`src/rtl/flash_page_writer.sv`:
```
// flash_page_writer: SPI NOR page programmer (WREN, PAGE PROGRAM, RDSR poll).
// Accepts a valid/ready byte stream and writes it starting at a 24-bit address,
// splitting at page boundaries. SPI mode 0, MSB first.
// Optional feature macro: FLASH_WRITER_ERASE_EN issues SECTOR ERASE (0x20) before the
// first page of each 4 KB sector touched.
//
// state     | meaning
// IDLE      | waiting for start
// ZERO      | zero-length request, one busy cycle
// WREN      | CS low, shifting 0x06
// GAP       | CS high for CS_GAP_CYCLES, then enter gap_tgt
// SE_CMD    | CS low, shifting 0x20 (erase build only)
// SE_ADDR   | shifting 24-bit sector address (erase build only)
// PP_CMD    | CS low, shifting 0x02
// PP_ADDR   | shifting 24-bit page address
// WAIT_DATA | CS low, SCK low, data_in_ready high
// PP_DATA   | shifting one data byte
// RDSR      | CS low, shifting 0x05
// POLL      | clocking status bytes until WIP=0
// DONE      | done pulse, busy low
module flash_page_writer #(
  parameter int SCK_HALF_PERIOD = 1,
  parameter int PAGE_BITWIDTH   = 8,
  parameter int CS_GAP_CYCLES   = 4
) (
  input  logic        clk,
  input  logic        rst_n,
  input  logic        start,
  input  logic [23:0] address,
  input  logic [23:0] length,
  input  logic [7:0]  data_in,
  input  logic        data_in_valid,
  output logic        data_in_ready,
  output logic        busy,
  output logic        done,
  output logic        flash_clk,
  output logic        flash_mosi,
  input  logic        flash_miso,
  output logic        flash_cs
);

  localparam logic [7:0]  HALF_LD   = 8'(SCK_HALF_PERIOD - 1);
  localparam logic [15:0] GAP_LD    = 16'(CS_GAP_CYCLES - 1);
  localparam logic [23:0] PAGE_SIZE = 24'(1) << PAGE_BITWIDTH;
  localparam logic [7:0]  OP_WREN   = 8'h06;
  localparam logic [7:0]  OP_PP     = 8'h02;
  localparam logic [7:0]  OP_RDSR   = 8'h05;
`ifdef FLASH_WRITER_ERASE_EN
  localparam logic [7:0]  OP_SE     = 8'h20;
`endif

  typedef enum logic [3:0] {
    S_IDLE, S_ZERO, S_WREN, S_GAP,
`ifdef FLASH_WRITER_ERASE_EN
    S_SE_CMD, S_SE_ADDR,
`endif
    S_PP_CMD, S_PP_ADDR, S_WAIT_DATA, S_PP_DATA, S_RDSR, S_POLL, S_DONE
  } state_t;

  state_t      state, state_nx, gap_tgt, gap_val;
  logic        sck, cs, cs_nx, wip_bit;
  logic [7:0]  sr, hcnt, ld_byte;
  logic [2:0]  bit_cnt;
  logic [15:0] gap_cnt;
  logic [1:0]  idx;
  logic [23:0] addr, remaining, page_total, page_left, room, page_bytes;
  logic        shifting, byte_done;
  logic        ld, gap_set, idx_clr, idx_inc, take, page_start, page_dec, page_end;
`ifdef FLASH_WRITER_ERASE_EN
  logic        first_page, erase_done, erase_set, need_erase;
  logic [23:0] sector;
`endif

  function automatic logic [7:0] addr_byte(input logic [23:0] a, input logic [1:0] i);
    case (i)
      2'd0:    return a[23:16];
      2'd1:    return a[15:8];
      default: return a[7:0];
    endcase
  endfunction

  assign shifting = (state == S_WREN) || (state == S_PP_CMD) || (state == S_PP_ADDR) ||
`ifdef FLASH_WRITER_ERASE_EN
                    (state == S_SE_CMD) || (state == S_SE_ADDR) ||
`endif
                    (state == S_PP_DATA) || (state == S_RDSR) || (state == S_POLL);
  assign byte_done  = shifting && (hcnt == 8'd0) && sck && (bit_cnt == 3'd7);
  assign room       = PAGE_SIZE - {{(24-PAGE_BITWIDTH){1'b0}}, addr[PAGE_BITWIDTH-1:0]};
  assign page_bytes = (remaining < room) ? remaining : room;
`ifdef FLASH_WRITER_ERASE_EN
  assign sector     = {addr[23:12], 12'h000};
  assign need_erase = (first_page || (addr[11:0] == 12'h000)) && !erase_done;
`endif

  assign flash_clk     = sck;
  assign flash_cs      = cs;
  assign flash_mosi    = sr[7];
  assign busy          = (state != S_IDLE) && (state != S_DONE);
  assign done          = (state == S_DONE);
  assign data_in_ready = (state == S_WAIT_DATA);

  // state register
  always_ff @(posedge clk or negedge rst_n) begin
    if (!rst_n) state <= S_IDLE;
    else        state <= state_nx;
  end

  // next state and per-cycle control strobes
  always_comb begin
    state_nx   = state;
    ld         = 1'b0;
    ld_byte    = 8'h00;
    cs_nx      = cs;
    gap_set    = 1'b0;
    gap_val    = S_WREN;
    idx_clr    = 1'b0;
    idx_inc    = 1'b0;
    take       = 1'b0;
    page_start = 1'b0;
    page_dec   = 1'b0;
    page_end   = 1'b0;
`ifdef FLASH_WRITER_ERASE_EN
    erase_set  = 1'b0;
`endif
    case (state)
      S_IDLE, S_DONE: begin
        state_nx = S_IDLE;
        if (start) begin
          take = 1'b1;
          if (length == 24'd0) state_nx = S_ZERO;
          else begin
            state_nx = S_WREN;
            ld       = 1'b1;
            ld_byte  = OP_WREN;
            cs_nx    = 1'b0;
          end
        end
      end
      S_ZERO: state_nx = S_DONE;
      S_WREN: if (byte_done) begin
        cs_nx    = 1'b1;
        state_nx = S_GAP;
        gap_set  = 1'b1;
`ifdef FLASH_WRITER_ERASE_EN
        gap_val  = need_erase ? S_SE_CMD : S_PP_CMD;
`else
        gap_val  = S_PP_CMD;
`endif
      end
      S_GAP: if (gap_cnt == 16'd0) begin
        state_nx = gap_tgt;
        ld       = 1'b1;
        cs_nx    = 1'b0;
        case (gap_tgt)
          S_WREN:   ld_byte = OP_WREN;
          S_RDSR:   ld_byte = OP_RDSR;
`ifdef FLASH_WRITER_ERASE_EN
          S_SE_CMD: ld_byte = OP_SE;
`endif
          default:  ld_byte = OP_PP;
        endcase
      end
`ifdef FLASH_WRITER_ERASE_EN
      S_SE_CMD: if (byte_done) begin
        state_nx = S_SE_ADDR;
        ld       = 1'b1;
        ld_byte  = sector[23:16];
        idx_clr  = 1'b1;
      end
      S_SE_ADDR: if (byte_done) begin
        if (idx == 2'd2) begin
          cs_nx     = 1'b1;
          state_nx  = S_GAP;
          gap_set   = 1'b1;
          gap_val   = S_RDSR;
          erase_set = 1'b1;
        end else begin
          ld      = 1'b1;
          ld_byte = addr_byte(sector, idx + 2'd1);
          idx_inc = 1'b1;
        end
      end
`endif
      S_PP_CMD: if (byte_done) begin
        state_nx = S_PP_ADDR;
        ld       = 1'b1;
        ld_byte  = addr[23:16];
        idx_clr  = 1'b1;
      end
      // after the last address byte CS stays low while data is awaited
      S_PP_ADDR: if (byte_done) begin
        if (idx == 2'd2) begin
          state_nx   = S_WAIT_DATA;
          page_start = 1'b1;
        end else begin
          ld      = 1'b1;
          ld_byte = addr_byte(addr, idx + 2'd1);
          idx_inc = 1'b1;
        end
      end
      S_WAIT_DATA: if (data_in_valid) begin
        state_nx = S_PP_DATA;
        ld       = 1'b1;
        ld_byte  = data_in;
      end
      S_PP_DATA: if (byte_done) begin
        page_dec = 1'b1;
        if (page_left == 24'd1) begin
          page_end = 1'b1;
          cs_nx    = 1'b1;
          state_nx = S_GAP;
          gap_set  = 1'b1;
          gap_val  = S_RDSR;
        end else begin
          state_nx = S_WAIT_DATA;
        end
      end
      S_RDSR: if (byte_done) begin
        state_nx = S_POLL;
        ld       = 1'b1;
      end
      // status bytes keep streaming under one CS until WIP reads 0
      S_POLL: if (byte_done) begin
        if (!wip_bit) begin
          cs_nx = 1'b1;
          if (remaining != 24'd0) begin
            state_nx = S_GAP;
            gap_set  = 1'b1;
            gap_val  = S_WREN;
          end else begin
            state_nx = S_DONE;
          end
        end else begin
          ld = 1'b1;
        end
      end
      default: state_nx = S_IDLE;
    endcase
  end

  // SPI bit engine: SCK half-period down-counter, MSB-first shift, MISO sampled on SCK rise
  always_ff @(posedge clk or negedge rst_n) begin
    if (!rst_n) begin
      cs      <= 1'b1;
      sck     <= 1'b0;
      sr      <= 8'h00;
      hcnt    <= 8'h00;
      bit_cnt <= 3'd0;
      wip_bit <= 1'b0;
    end else begin
      cs <= cs_nx;
      if (ld) begin
        sr      <= ld_byte;
        sck     <= 1'b0;
        hcnt    <= HALF_LD;
        bit_cnt <= 3'd0;
      end else if (shifting) begin
        if (hcnt == 8'd0) begin
          hcnt <= HALF_LD;
          if (!sck) begin
            sck     <= 1'b1;
            wip_bit <= flash_miso;
          end else begin
            sck     <= 1'b0;
            sr      <= {sr[6:0], 1'b0};
            bit_cnt <= bit_cnt + 3'd1;
          end
        end else begin
          hcnt <= hcnt - 8'd1;
        end
      end
    end
  end

  // CS gap timer and address-byte index
  always_ff @(posedge clk or negedge rst_n) begin
    if (!rst_n) begin
      gap_cnt <= 16'd0;
      gap_tgt <= S_WREN;
      idx     <= 2'd0;
    end else begin
      if (gap_set) begin
        gap_cnt <= GAP_LD;
        gap_tgt <= gap_val;
      end else if ((state == S_GAP) && (gap_cnt != 16'd0)) begin
        gap_cnt <= gap_cnt - 16'd1;
      end
      if (idx_clr)      idx <= 2'd0;
      else if (idx_inc) idx <= idx + 2'd1;
    end
  end

  // transfer bookkeeping: address wraps naturally at 24 bits
  always_ff @(posedge clk or negedge rst_n) begin
    if (!rst_n) begin
      addr       <= 24'd0;
      remaining  <= 24'd0;
      page_total <= 24'd0;
      page_left  <= 24'd0;
    end else begin
      if (take) begin
        addr      <= address;
        remaining <= length;
      end else if (page_end) begin
        addr      <= addr + page_total;
        remaining <= remaining - page_total;
      end
      if (page_start) begin
        page_total <= page_bytes;
        page_left  <= page_bytes;
      end else if (page_dec) begin
        page_left <= page_left - 24'd1;
      end
    end
  end

`ifdef FLASH_WRITER_ERASE_EN
  // tracks whether the current page still needs its sector erased
  always_ff @(posedge clk or negedge rst_n) begin
    if (!rst_n) begin
      first_page <= 1'b0;
      erase_done <= 1'b0;
    end else if (take) begin
      first_page <= 1'b1;
      erase_done <= 1'b0;
    end else if (page_end) begin
      first_page <= 1'b0;
      erase_done <= 1'b0;
    end else if (erase_set) begin
      erase_done <= 1'b1;
    end
  end
`endif

endmodule

```
`config.mk`:
```
export PLATFORM = sky130hd
export DESIGN_NAME = flash_page_writer
export DESIGN_NICKNAME = d
export VERILOG_FILES = /design/src/rtl/flash_page_writer.sv
export SDC_FILE = /design/constraint.sdc
export NUM_CORES = 1
export LEC_CHECK = 0
export BUFFER_PORTS_ARGS = -buffer_cell sky130_fd_sc_hd__buf_2
export CORE_ASPECT_RATIO = 0.5
export CORE_MARGIN = 2
export CORE_UTILIZATION = 41
export DETAILED_ROUTE_END_ITERATION = 8
export HOLD_SLACK_MARGIN = 0.08
export PLACE_DENSITY = 0.55
export SYNTH_ARGS = -nofsm -noshare
export SYNTH_HDL_FRONTEND = slang
export SYNTH_SLANG_ARGS = --single-unit
```
`constraint.sdc`:
```
create_clock -name clk -period 3.6 [get_ports clk]
set_clock_uncertainty 0.05 [all_clocks]
set_input_delay 0.54 -clock clk [delete_from_list [all_inputs] [get_ports clk]]
set_output_delay 0.54 -clock clk [all_outputs]
set_load 0.01 [all_outputs]
```
==> impl_metrics.csv, run 1 <==
group,metric,value,unit
pwr,finalPower,8.131,mW
grt,grt_pass1_vias,8508,
clock_network,cts_max_level,4,
pwr,power.density,732.6,nW/um^2
yosys,syn_inst,1135,
yosys,yosys_warnings,0,
setup_path,crit_family,"simple AND/OR/NAND/NOR gates",
yosys,ys_seq_area_share,37.06,%
sta,hold_violations,0,
yosys,syn_avg_cell_area,8.513,sq um
yosys,synthDistinctLibCells,72,
clock_network,clk_latency,0.44,ns
clock_network,cts_made_buffers,17,
status,status,"completed",
grt,grt_max_degree,68,
clock_network,cts-root-buf,"clkbuf_16",
sta,min_period,3.320,ns
grt,grt_pass1_wl,45190,um
final_layout,instances_no_fill,1535,
drt,drcViolationCount,0,
clock_network,clock-sinks,143,
placed_design,dp.cells,1502,
sta,tns,0,ns
final_layout,final_cell_mix,"dfrtp_1 (141), nor2_1 (124), nand2_1 (112), o21ai_0 (103), a21oi_1 (84)",
drt,drt-vias-per-instance,5.598,
setup_path,crit_path_end_kind,"flop",
grt,antenna_found_initial,0,
yosys,synth-edff-count,0,
final_layout,drive_gt1_share,12.13,%
floorplan,ioPinCount,67,
setup_path,path_cells,"or3_4 -> or4_4 -> or4_4 -> nor4_4 -> nor2b_1 -> a21o_1 -> a221oi_4 -> o2111ai_1 -> a22oi_1",
worst_hold_path,hold_path.class,"input pin to flop",
yosys,ys_ff_latch,143,
sta,whs,0.2740,ns
final_layout,antennaDiodeCount,0,
clock_network,path_clk_slew,0.06,ns
clock_network,cts_tree,"yes",
run,drv_cap,0,
drt,totalWireLength,27650,um
yosys,netlist.top_cell.by_area,"dfrtp_1",
floorplan,die_x,221.1,um
setup_path,worstPathMaxFanout,8,
yosys,ys_async_sr_fraction,100.0,%
setup_path,start_kind,"flop",
placed_design,gp_congestion,0.8741,
final_layout,final_common_cell,"dfrtp_1",
sta,setup_viol,0,
setup_path,path_buf_inv,0,
sta,min_period_over_period,92.23,%
floorplan,dieArea,24880,sq um
yosys,synth_area,9662,sq um
drt,drtIter0Drc,614,
final_layout,nets,1342,
clock_network,cts_buffer_depth,2,
final_layout,fin_util,48.29,%
sta,slew_headroom,42.80,%
setup_path,crit_type,"flop to flop",
yosys,synthesis.nets,1262,
sta,slew_violations,0,
grt,groute.usage.overall,22.99,%
floorplan,fp-row-count,39,
floorplan,die_h,112.6,um
setup_path,crit_top_cell,"or4_4",
yosys,synthTopCellsByArea,"dfrtp_1 (37%), ha_1 (8.3%), o21ai_0 (5.4%)",
setup_path,slowest_stage,"or4_4",
grt,grt-ovfl-total,0,
final_layout,syn2layout_area_growth,14.88,%
placed_design,dp_hpwl,20860,um
pwr,worst_ir_drop_vdd,275.7,uV
floorplan,initial_core_util,42.04,%
yosys,synth_top_area_share,36.52,%
pwr,p_leak,5.036,nW
placed_design,io_buffers,66,
sta,fmax,0.3012,GHz
drt,wl_per_cell,18.01,um
setup_path,slowest_delay,0.52,ns
setup_path,crit_arrival,3.63,ns
yosys,ys.flop_type,"dfrtp_1",
drt,dr.pass1.iters,5,
drt,num_vias,8593,
setup_path,required,3.91,ns
floorplan,core_area,22980,sq um
drt,ant_nets,0,
sta,worstMarginPinSlew,0.8561,ns
sta,rsz0062_at_grt,"no",
## report_power, final
| part | switching (mW) | internal [mW] | total, mW |
|---|---|---|---|
| clock network | 0.706 | 1.09 | 1.79 |
| registers | 0.570 | 1.99 | 2.56 |
| logic | 2.16 | 1.62 | 3.78 |
| total | 3.44 | 4.70 | 8.13 |
## per-layer routing
layer	wire (um)	vias up	GRT usage (%)	part of all wire [%]
li1	-	4273	-	-
met3	1339	34	5.000	4.8
met4	487	0	6.667	1.8
met2	12380	178	36.96	45
met5	0	-	0	0
met1	13440	4108	31.33	49
## cells by family (layout without fill, tap and decap cells)
logic type                 after synthesis  in the layout  synth area share [%]
AOI/OAI and AO/OA                      333            333                 21.37
xor gates and xnor gates                81             81                 7.343
adders and majority gates               66             66                 8.702
buffers and inverters                   86            179                 3.419
DFF                                    143            143                 37.06
muxes                                   11             11                 1.178
and+or+nand+nor                        415            415                 20.93
## Yosys cell counts (all sizes together), types with 5 or more instances
cell / number
nor2b: 12
o22ai: 5
or4: 7
clkbuf: 31
nand3: 21
nor4: 22
buf: 7
o211ai: 9
nand4: 10
a22oi: 46
o31ai: 9
xnor2: 42
or3: 20
o21bai: 5
a31oi: 11
nand2: 113
ha: 64
a211oi: 5
nor3: 32
o21a: 8
and2: 9
dfrtp: 141
and3: 7
nor2: 124
o21ai: 105
xor2: 39
mux2i: 8
a21oi: 85
nand2b: 19
inv: 48
a21o: 13
## what timing repair did
item,4_1_cts,5_1_grt
hold endpoints to repair,6,0
buffers inserted,0,0
endpoints found under the setup margin,0,1
hold buffers,1,0
gates resized for setup,0,1
## state kept, by name, indices dropped and copies added (netlist names), 3 cells and up
name and cells:
addr 24, page_left 24, page_total 24, remaining 24
gap_cnt 16, hcnt 8, sr 8, state 4
bit_cnt 3, gap_tgt 3
## layout make-up
cell class	instances	area [sq um]
repair buffers	99	611.8
fillers	2263	11880
clock inverters	6	80.08
inverters	48	180.2
flip-flops and latches	143	3581
well taps	307	384.1
clock buffers	26	499.2
multi-input cells	906	5763
## worst register-to-register path, stage by stage, from the launching register on
cell and delay (ns):
dfrtp_1 0.41, or3_4 0.42, or4_4 0.52, or4_4 0.46, nor4_4 0.32, nor2b_1 0.13, a21o_1 0.21, a221oi_4 0.33
o2111ai_1 0.18, a22oi_1 0.21
## worst paths after layout
| path | start | end | slack (ns) | cells past startpoint |
|---|---|---|---|---|
| worst max register to register | gap_cnt[3]$_DFFE_PN0P_ | state[3]$_DFFE_PN0P_ | 0.28 | 9 |
| min in group asynchronous | rst_n | hcnt[1]$_DFFE_PN0P_ | 0.63 | 2 |
| worst min-delay path | length[4] | remaining[4]$_DFFE_PN0P_ | 0.27 | 3 |
| max in group asynchronous | rst_n | addr[6]$_DFFE_PN0P_ | 1.99 | 3 |
| worst min register to register | flash_cs$_DFFE_PN1P_ | flash_cs$_DFFE_PN1P_ | 0.44 | 2 |
| worst max-delay path | gap_cnt[3]$_DFFE_PN0P_ | state[3]$_DFFE_PN0P_ | 0.28 | 9 |
## metrics by stage
stage          worst slack, ns  instance area (sq um)
2_1_floorplan           0.3241                   9662
3_3_place_gp           -0.1686                  10510
3_5_place_dp          -0.08240                  10510
4_1_cts                 0.2818                  11100
5_1_grt                0.06152                  11100
6_report                0.2799                  11100
(Power assumes the default switching activity.)
==> inputs of run 2 (changes only) <==
Settings changed: GPL_TIMING_DRIVEN set to 0, MAX_ROUTING_LAYER set to met4.
Clock period 3.6 ns to 3.5 ns, I/O delays scaled along.
==> run 2 against run 1 <==
Die area is the same. Non-clock buffer count is 14 higher. First-iteration DRC count down 4.7%. Hold slack worse by 0.028 ns. Register-to-register slack worse by 0.096 ns. Clock power is 4% higher. Count of clock-buffer cells in the layout unchanged. Cell area rose by 1.6%. Global-route usage rose by 1.9 points. Wire length is 5.3% higher. Critical endpoint is now remaining[4]$_DFFE_PN0P_. Highest routed layer unchanged.
==> impl_metrics.csv, run 2 (synthesized netlist as in run 1, its figures left out) <==
group,metric,value,unit
grt,grt_max_degree,92,
floorplan,fp-row-count,39,
sta,min_period,3.316,ns
sta,whs,0.2464,ns
drt,totalWireLength,29110,um
clock_network,cts_made_buffers,17,
final_layout,instances_no_fill,1549,
final_layout,final_cell_mix,"dfrtp_1 (140), nor2_1 (121), nand2_1 (111), o21ai_0 (101), a21oi_1 (83)",
setup_path,required,3.83,ns
final_layout,ff_latch_area,3582,sq um
pwr,p_switching,3.634,mW
clock_network,clock-sinks,143,
pwr,p_leak,5.021,nW
drt,drtIter0Drc,585,
setup_path,crit_arrival,3.64,ns
sta,tns,0,ns
sta,setup_viol,0,
setup_path,crit_type,"flop to flop",
sta,fmax,0.3016,GHz
pwr,power.density,753.8,nW/um^2
sta,min_period_over_period,94.73,%
final_layout,fill_cells,2241,
setup_path,crit_path_end_kind,"flop",
clock_network,cts_buffer_depth,2,
clock_network,clk_latency,0.45,ns
sta,worstMarginPinSlew,0.7616,ns
final_layout,nets,1356,
floorplan,dieArea,24880,sq um
sta,slew_headroom,49.22,%
placed_design,dp_slack,-0.8021,ns
clock_network,cts_tree,"yes",
drt,ant_nets,0,
final_layout,final_common_cell,"dfrtp_1",
clock_network,cts_max_level,4,
floorplan,core_area,22980,sq um
worst_hold_path,hold_path.class,"input pin to flop",
setup_path,worstPathMaxFanout,10,
worst_hold_path,worstHoldStart,"address[1]",
run,drv_cap,0,
placed_design,io_buffers,66,
pwr,worst_ir_drop_vdd,396.0,uV
setup_path,worstReg2RegStart,"page_left[11]$_DFFE_PN0P_",
pwr,power.share.sequential,31.3,%
pwr,p_comb_share,46.8,%
pwr,intPower,4.870,mW
clock_network,cts-root-buf,"clkbuf_16",
final_layout,fin_util,49.09,%
grt,grt_pass1_wl,47010,um
drt,wl_per_cell,18.79,um
worst_hold_path,min_path_cells,3,
pwr,clockPowerShare,21.8,%
setup_path,reg2reg_depth,8,
floorplan,initial_core_util,42.04,%
worst_hold_path,hold_end,"addr[1]$_DFFE_PN0P_",
clock_network,path_clk_slew,0.06,ns
final_layout,multi_input_area,5962,sq um
final_layout,drive_gt1_share,13.04,%
grt,grt_pass1_vias,8563,
sta,slew_violations,0,
grt,antenna_found_initial,0,
grt,grt-ovfl-total,0,
sta,fin_ws,0.1843,ns
placed_design,dp_hpwl,22020,um
floorplan,ioPinCount,67,
floorplan,die_h,112.6,um
status,status,"completed",
grt,groute.usage.overall,24.94,%
drt,drt-vias-per-instance,5.653,
placed_design,dp.cells,1509,
setup_path,r2r_end,"remaining[4]$_DFFE_PN0P_",
setup_path,start_kind,"flop",
drt,dr.pass1.iters,5,
sta,hold_violations,0,
drt,num_vias,8756,
final_layout,antennaDiodeCount,0,
setup_path,regToRegSetupSlack,0.18,ns
drt,drcViolationCount,0,
pwr,netSwitchingFraction,42.73,%
placed_design,gp_congestion,0.9346,
floorplan,die_x,221.1,um
final_layout,syn2layout_area_growth,16.77,%
-- run 2: cell count changes in the layout (fill, tap and decap cells not counted), sizes merged --
cell and change:
clkbuf +28, clkinv -1, buf -14, bufinv +1
-- run 2: layer usage --
metal	wire length (um)	GRT usage (%)	share of wire, %	vias to the layer above
li1	-	-	-	4306
met4	574	7.159	2.0	0
met5	0	-	0	-
met2	12660	37.25	43	184
met3	1205	4.921	4.1	36
met1	14680	34.40	50	4230
-- run 2: layout make-up --
class                      instances  area share (%)
tap                              307           3.405
clock buffer                      26           4.159
timing repair buffer              77           3.915
inverter                          48           1.597
clock inverter                     6          0.9648
multi-input combinational        906           52.84
sequential                       143           31.75
buffer                            36           1.364
-- run 2: worst max path at each step --
stage	startpoint	endpoint	slack, ns
after floorplan	hcnt[0]$_DFFE_PN0P_	hcnt[6]$_DFFE_PN0P_	0.22
after global placement	hcnt[0]$_DFFE_PN0P_	page_left[20]$_DFFE_PN0P_	-0.74
after detailed placement	hcnt[0]$_DFFE_PN0P_	page_total[7]$_DFFE_PN0P_	-0.80
after CTS	addr[4]$_DFFE_PN0P_	page_left[3]$_DFFE_PN0P_	0.0008
after global routing	hcnt[0]$_DFFE_PN0P_	page_left[23]$_DFFE_PN0P_	-0.01
final	page_left[11]$_DFFE_PN0P_	remaining[4]$_DFFE_PN0P_	0.18
-- run 2: critical path, stage by stage, from the launching register on --
cell,delay [ns]
dfrtp_1,0.40
or4_1,0.58
or3_1,0.48
nor4b_2,0.38
and2_2,0.35
nand2_1,0.29
clkbuf_2,0.35
a211o_1,0.29
nand3_1,0.07
-- run 2: stage by stage --
| step | total power [mW] | instance area, sq um |
|---|---|---|
| after global placement | 6.381 | 10380 |
| after detailed placement | 6.442 | 10410 |
| final | 8.504 | 11280 |
| after floorplan | 5.325 | 9662 |
| after global routing | 9.188 | 11280 |
| after CTS | 8.407 | 11140 |
-- run 2: power groups by stage --
| stage | logic (mW) | clock network [mW] | registers (mW) |
|---|---|---|---|
| 2_1_floorplan | 2.93 | 0 | 2.39 |
| 3_3_place_gp | 3.74 | 0 | 2.64 |
| 3_5_place_dp | 3.80 | 0 | 2.65 |
| 4_1_cts | 3.89 | 1.89 | 2.63 |
| 5_1_grt | 4.52 | 1.96 | 2.71 |
| 6_report | 3.98 | 1.86 | 2.67 |
-- run 2: timing repair --
| item | CTS | global route |
|---|---|---|
| buffers inserted | 4 | 5 |
| pin swaps | 2 | 5 |
| endpoints found under the setup margin | 127 | 89 |
| resized for setup | 24 | 35 |
| hold endpoints to repair | 50 | 0 |
| hold buffers | 1 | 0 |
==> inputs of run 3 (changes only) <==
Settings changed: ABC_AREA set to 1, PLACE_DENSITY 0.55 to 0.67.
==> run 3 against run 2 <==
Hold slack got worse by 0.011 ns. Combinational power grew 57%. Clock power grew 4%. Via count grew 26%. Wire length grew 16%. Register-to-register slack improved by 0.17 ns. Power is 28% higher. First-iteration DRC count grew 60%. Fmax rose by 5.4%. Critical path type unchanged. Largest cell class unchanged. Largest power group unchanged.
==> impl_metrics.csv, run 3 <==
group,metric,value,unit
status,status,"completed",
setup_path,crit_type,"flop to flop",
final_layout,final_cell_mix,"nand2_1 (456), nor2_1 (207), inv_1 (184), nand3_1 (174), dfrtp_1 (141)",
clock_network,cts_made_buffers,17,
setup_path,path_cells,"inv_1 -> ha_1 -> nand2_1 -> nor2_1 -> nand3_1 -> xor2_1 -> ha_1 -> nand2_1 -> nor2_1 -> nor3_1 -> nand2_1 -> nand2_1 -> nand2_2 -> nand2_1 -> nand3_1 -> a21oi_1",
drt,dr.pass1.iters,5,
sta,min_period_over_period,89.92,%
floorplan,initial_core_util,41.89,%
yosys,synth-edff-count,0,
sta,slew_violations,0,
placed_design,io_buffers,66,
floorplan,die_h,120.4,um
final_layout,fin_util,47.27,%
drt,drtIter0Drc,937,
final_layout,drive_gt1_share,8.924,%
grt,grt_max_degree,92,
yosys,synthTopCellsByArea,"dfrtp_1 (32%), nand2_1 (15%), nand3_1 (7.8%)",
sta,tns,0,ns
setup_path,crit_path_end_kind,"flop",
clock_network,cts-root-buf,"clkbuf_16",
yosys,netlist.top_cell.by_area,"dfrtp_1",
final_layout,nets,1862,
clock_network,clk_latency,0.45,ns
pwr,p_leak,6.506,nW
grt,antenna_found_initial,0,
sta,worstMarginPinSlew,0.8485,ns
pwr,netSwitchingFraction,48.60,%
drt,drt-vias-per-instance,5.273,
grt,grt_pass1_wl,54790,um
setup_path,slowest_stage,"dfrtp_1",
run,drv_cap,0,
final_layout,final_cell_area,12540,sq um
placed_design,gp_congestion,0.9683,
yosys,synth.most_common_cell,"nand2_1",
placed_design,placed_area,11920,sq um
yosys,ys_ff_latch,143,
clock_network,clock-sinks,143,
setup_path,required,3.83,ns
floorplan,dieArea,28520,sq um
sta,setup_viol,0,
yosys,synth_area,11120,sq um
grt,grt_pass1_vias,10350,
yosys,synth_top_area_share,31.74,%
sta,whs,0.2355,ns
floorplan,core_area,26540,sq um
final_layout,antennaDiodeCount,0,
floorplan,die_x,236.9,um
pwr,clockPowerShare,17.8,%
final_layout,syn2layout_area_growth,12.84,%
clock_network,cts_tree,"yes",
drt,ant_nets,0,
drt,drcViolationCount,0,
pwr,finalPower,10.92,mW
yosys,synthTopCellsByCount,"nand2_1 (457), nor2_1 (207), inv_1 (184)",
drt,num_vias,11070,
yosys,yosys_warnings,0,
setup_path,worstPathMaxFanout,10,
clock_network,cts_buffer_depth,2,
grt,grt-ovfl-total,0,
pwr,p_switching,5.308,mW
pwr,power.share.sequential,25.0,%
yosys,synthDistinctLibCells,50,
final_layout,final_common_cell,"nand2_1",
clock_network,cts_max_level,4,
yosys,ys_async_sr_fraction,100.0,%
grt,groute.usage.overall,25.27,%
pwr,worst_ir_drop_vdd,503.9,uV
yosys,ys_seq_area_share,32.22,%
pwr,power.density,870.8,nW/um^2
yosys,ys.flop_type,"dfrtp_1",
floorplan,fp-row-count,42,
floorplan,ioPinCount,67,
worst_hold_path,hold_path.class,"input pin to flop",
pwr,intPower,5.615,mW
pwr,p_comb_share,57.3,%
setup_path,slowest_delay,0.42,ns
setup_path,crit_arrival,3.48,ns
yosys,syn_avg_cell_area,6.745,sq um
sta,min_period,3.147,ns
setup_path,start_kind,"flop",
yosys,synthesis.nets,1775,
sta,rsz0062_at_grt,"no",
drt,totalWireLength,33880,um
sta,hold_violations,0,
setup_path,crit_top_cell,"nand2_1",
clock_network,post_cts_buffers,0,
clock_network,path_clk_slew,0.06,ns
placed_design,dp_hpwl,26470,um
yosys,syn_inst,1648,
sta,fmax,0.3178,GHz
sta,slew_headroom,43.43,%
drt,wl_per_cell,16.13,um
[run 3: cell types whose count changed after synthesis, moves of 15 or more]
cell and delta:
nand3_1 +153, clkbuf_1 -22, nand4_1 +27, or3_1 -15
nor2_1 +83, nand2b_1 -19, nor4_1 -19, nand2_1 +345
a22oi_1 -43, inv_1 +136, xnor2_1 -19
[run 3: power groups by stage]
stage	clock network [mW]	registers, mW	logic, mW
floorplan	0	2.53	4.87
global placement	0	2.73	6.13
detailed placement	0	2.73	6.21
CTS	1.96	2.71	6.23
global route	2.03	2.79	7.18
finish	1.94	2.73	6.25
[run 3: per-layer routing]
layer / track usage [%] / wire length, um
met3: 4.064 / 1638
met1: 34.25 / 16440
met4: 7.516 / 728
met5: - / 0
met2: 39.21 / 15080
[run 3: cell families after synthesis]
logic type,Yosys count,share of synthesized area [%]
AND/OR/NAND/NOR,946,36.95
buffers and inverters,217,7.744
AO/OA/AOI/OAI,216,10.78
flip-flops,143,32.22
adder cells (fa/ha/maj),66,7.564
XOR/XNOR,59,4.649
multiplexers,1,0.09005
[run 3: path summary, 6_finish.rpt]
path / from / to / slack [ns] / cells after the start
min reg2reg: flash_cs$_DFFE_PN1P_ / flash_cs$_DFFE_PN1P_ / 0.43 / 2
max in group asynchronous: rst_n / flash_cs$_DFFE_PN1P_ / 2.00 / 3
max reg2reg: addr[1]$_DFFE_PN0P_ / page_left[8]$_DFFE_PN0P_ / 0.35 / 16
min in group asynchronous: rst_n / addr[23]$_DFFE_PN0P_ / 0.54 / 2
max: addr[1]$_DFFE_PN0P_ / page_left[8]$_DFFE_PN0P_ / 0.35 / 16
min: address[17] / addr[17]$_DFFE_PN0P_ / 0.24 / 3
[run 3: final cells by class]
type	instances	area [sq um]
multi-input combinational	1288	6676
clock buffer	23	478.0
clock inverter	9	132.6
buffer	28	151.4
tap	352	440.4
inverter	189	709.4
fill	2699	13990
sequential	143	3581
timing repair buffer	68	374.1
[run 3: critical path, delay by kind of cell (launching register included)]
family | cells | cell delay [ns]
simple gates | 11 | 1.47
fa+ha+maj | 2 | 0.50
flops | 1 | 0.42
xor+xnor | 1 | 0.27
compound gates | 1 | 0.19
buf+inv | 1 | 0.16
[run 3: timing repair]
action	CTS	global route
resized for setup	0	1
endpoints found under the hold margin	52	0
hold buffers	1	0
endpoints found under the setup margin	0	5
[run 3: through the flow]
step                      worst slack [ns]  instances
final                               0.3529       2100
after global routing               0.01172       2100
after CTS                           0.3183       2100
after detailed placement            0.3667       2067
after global placement             -0.3702       2066
after floorplan                      1.003       1648
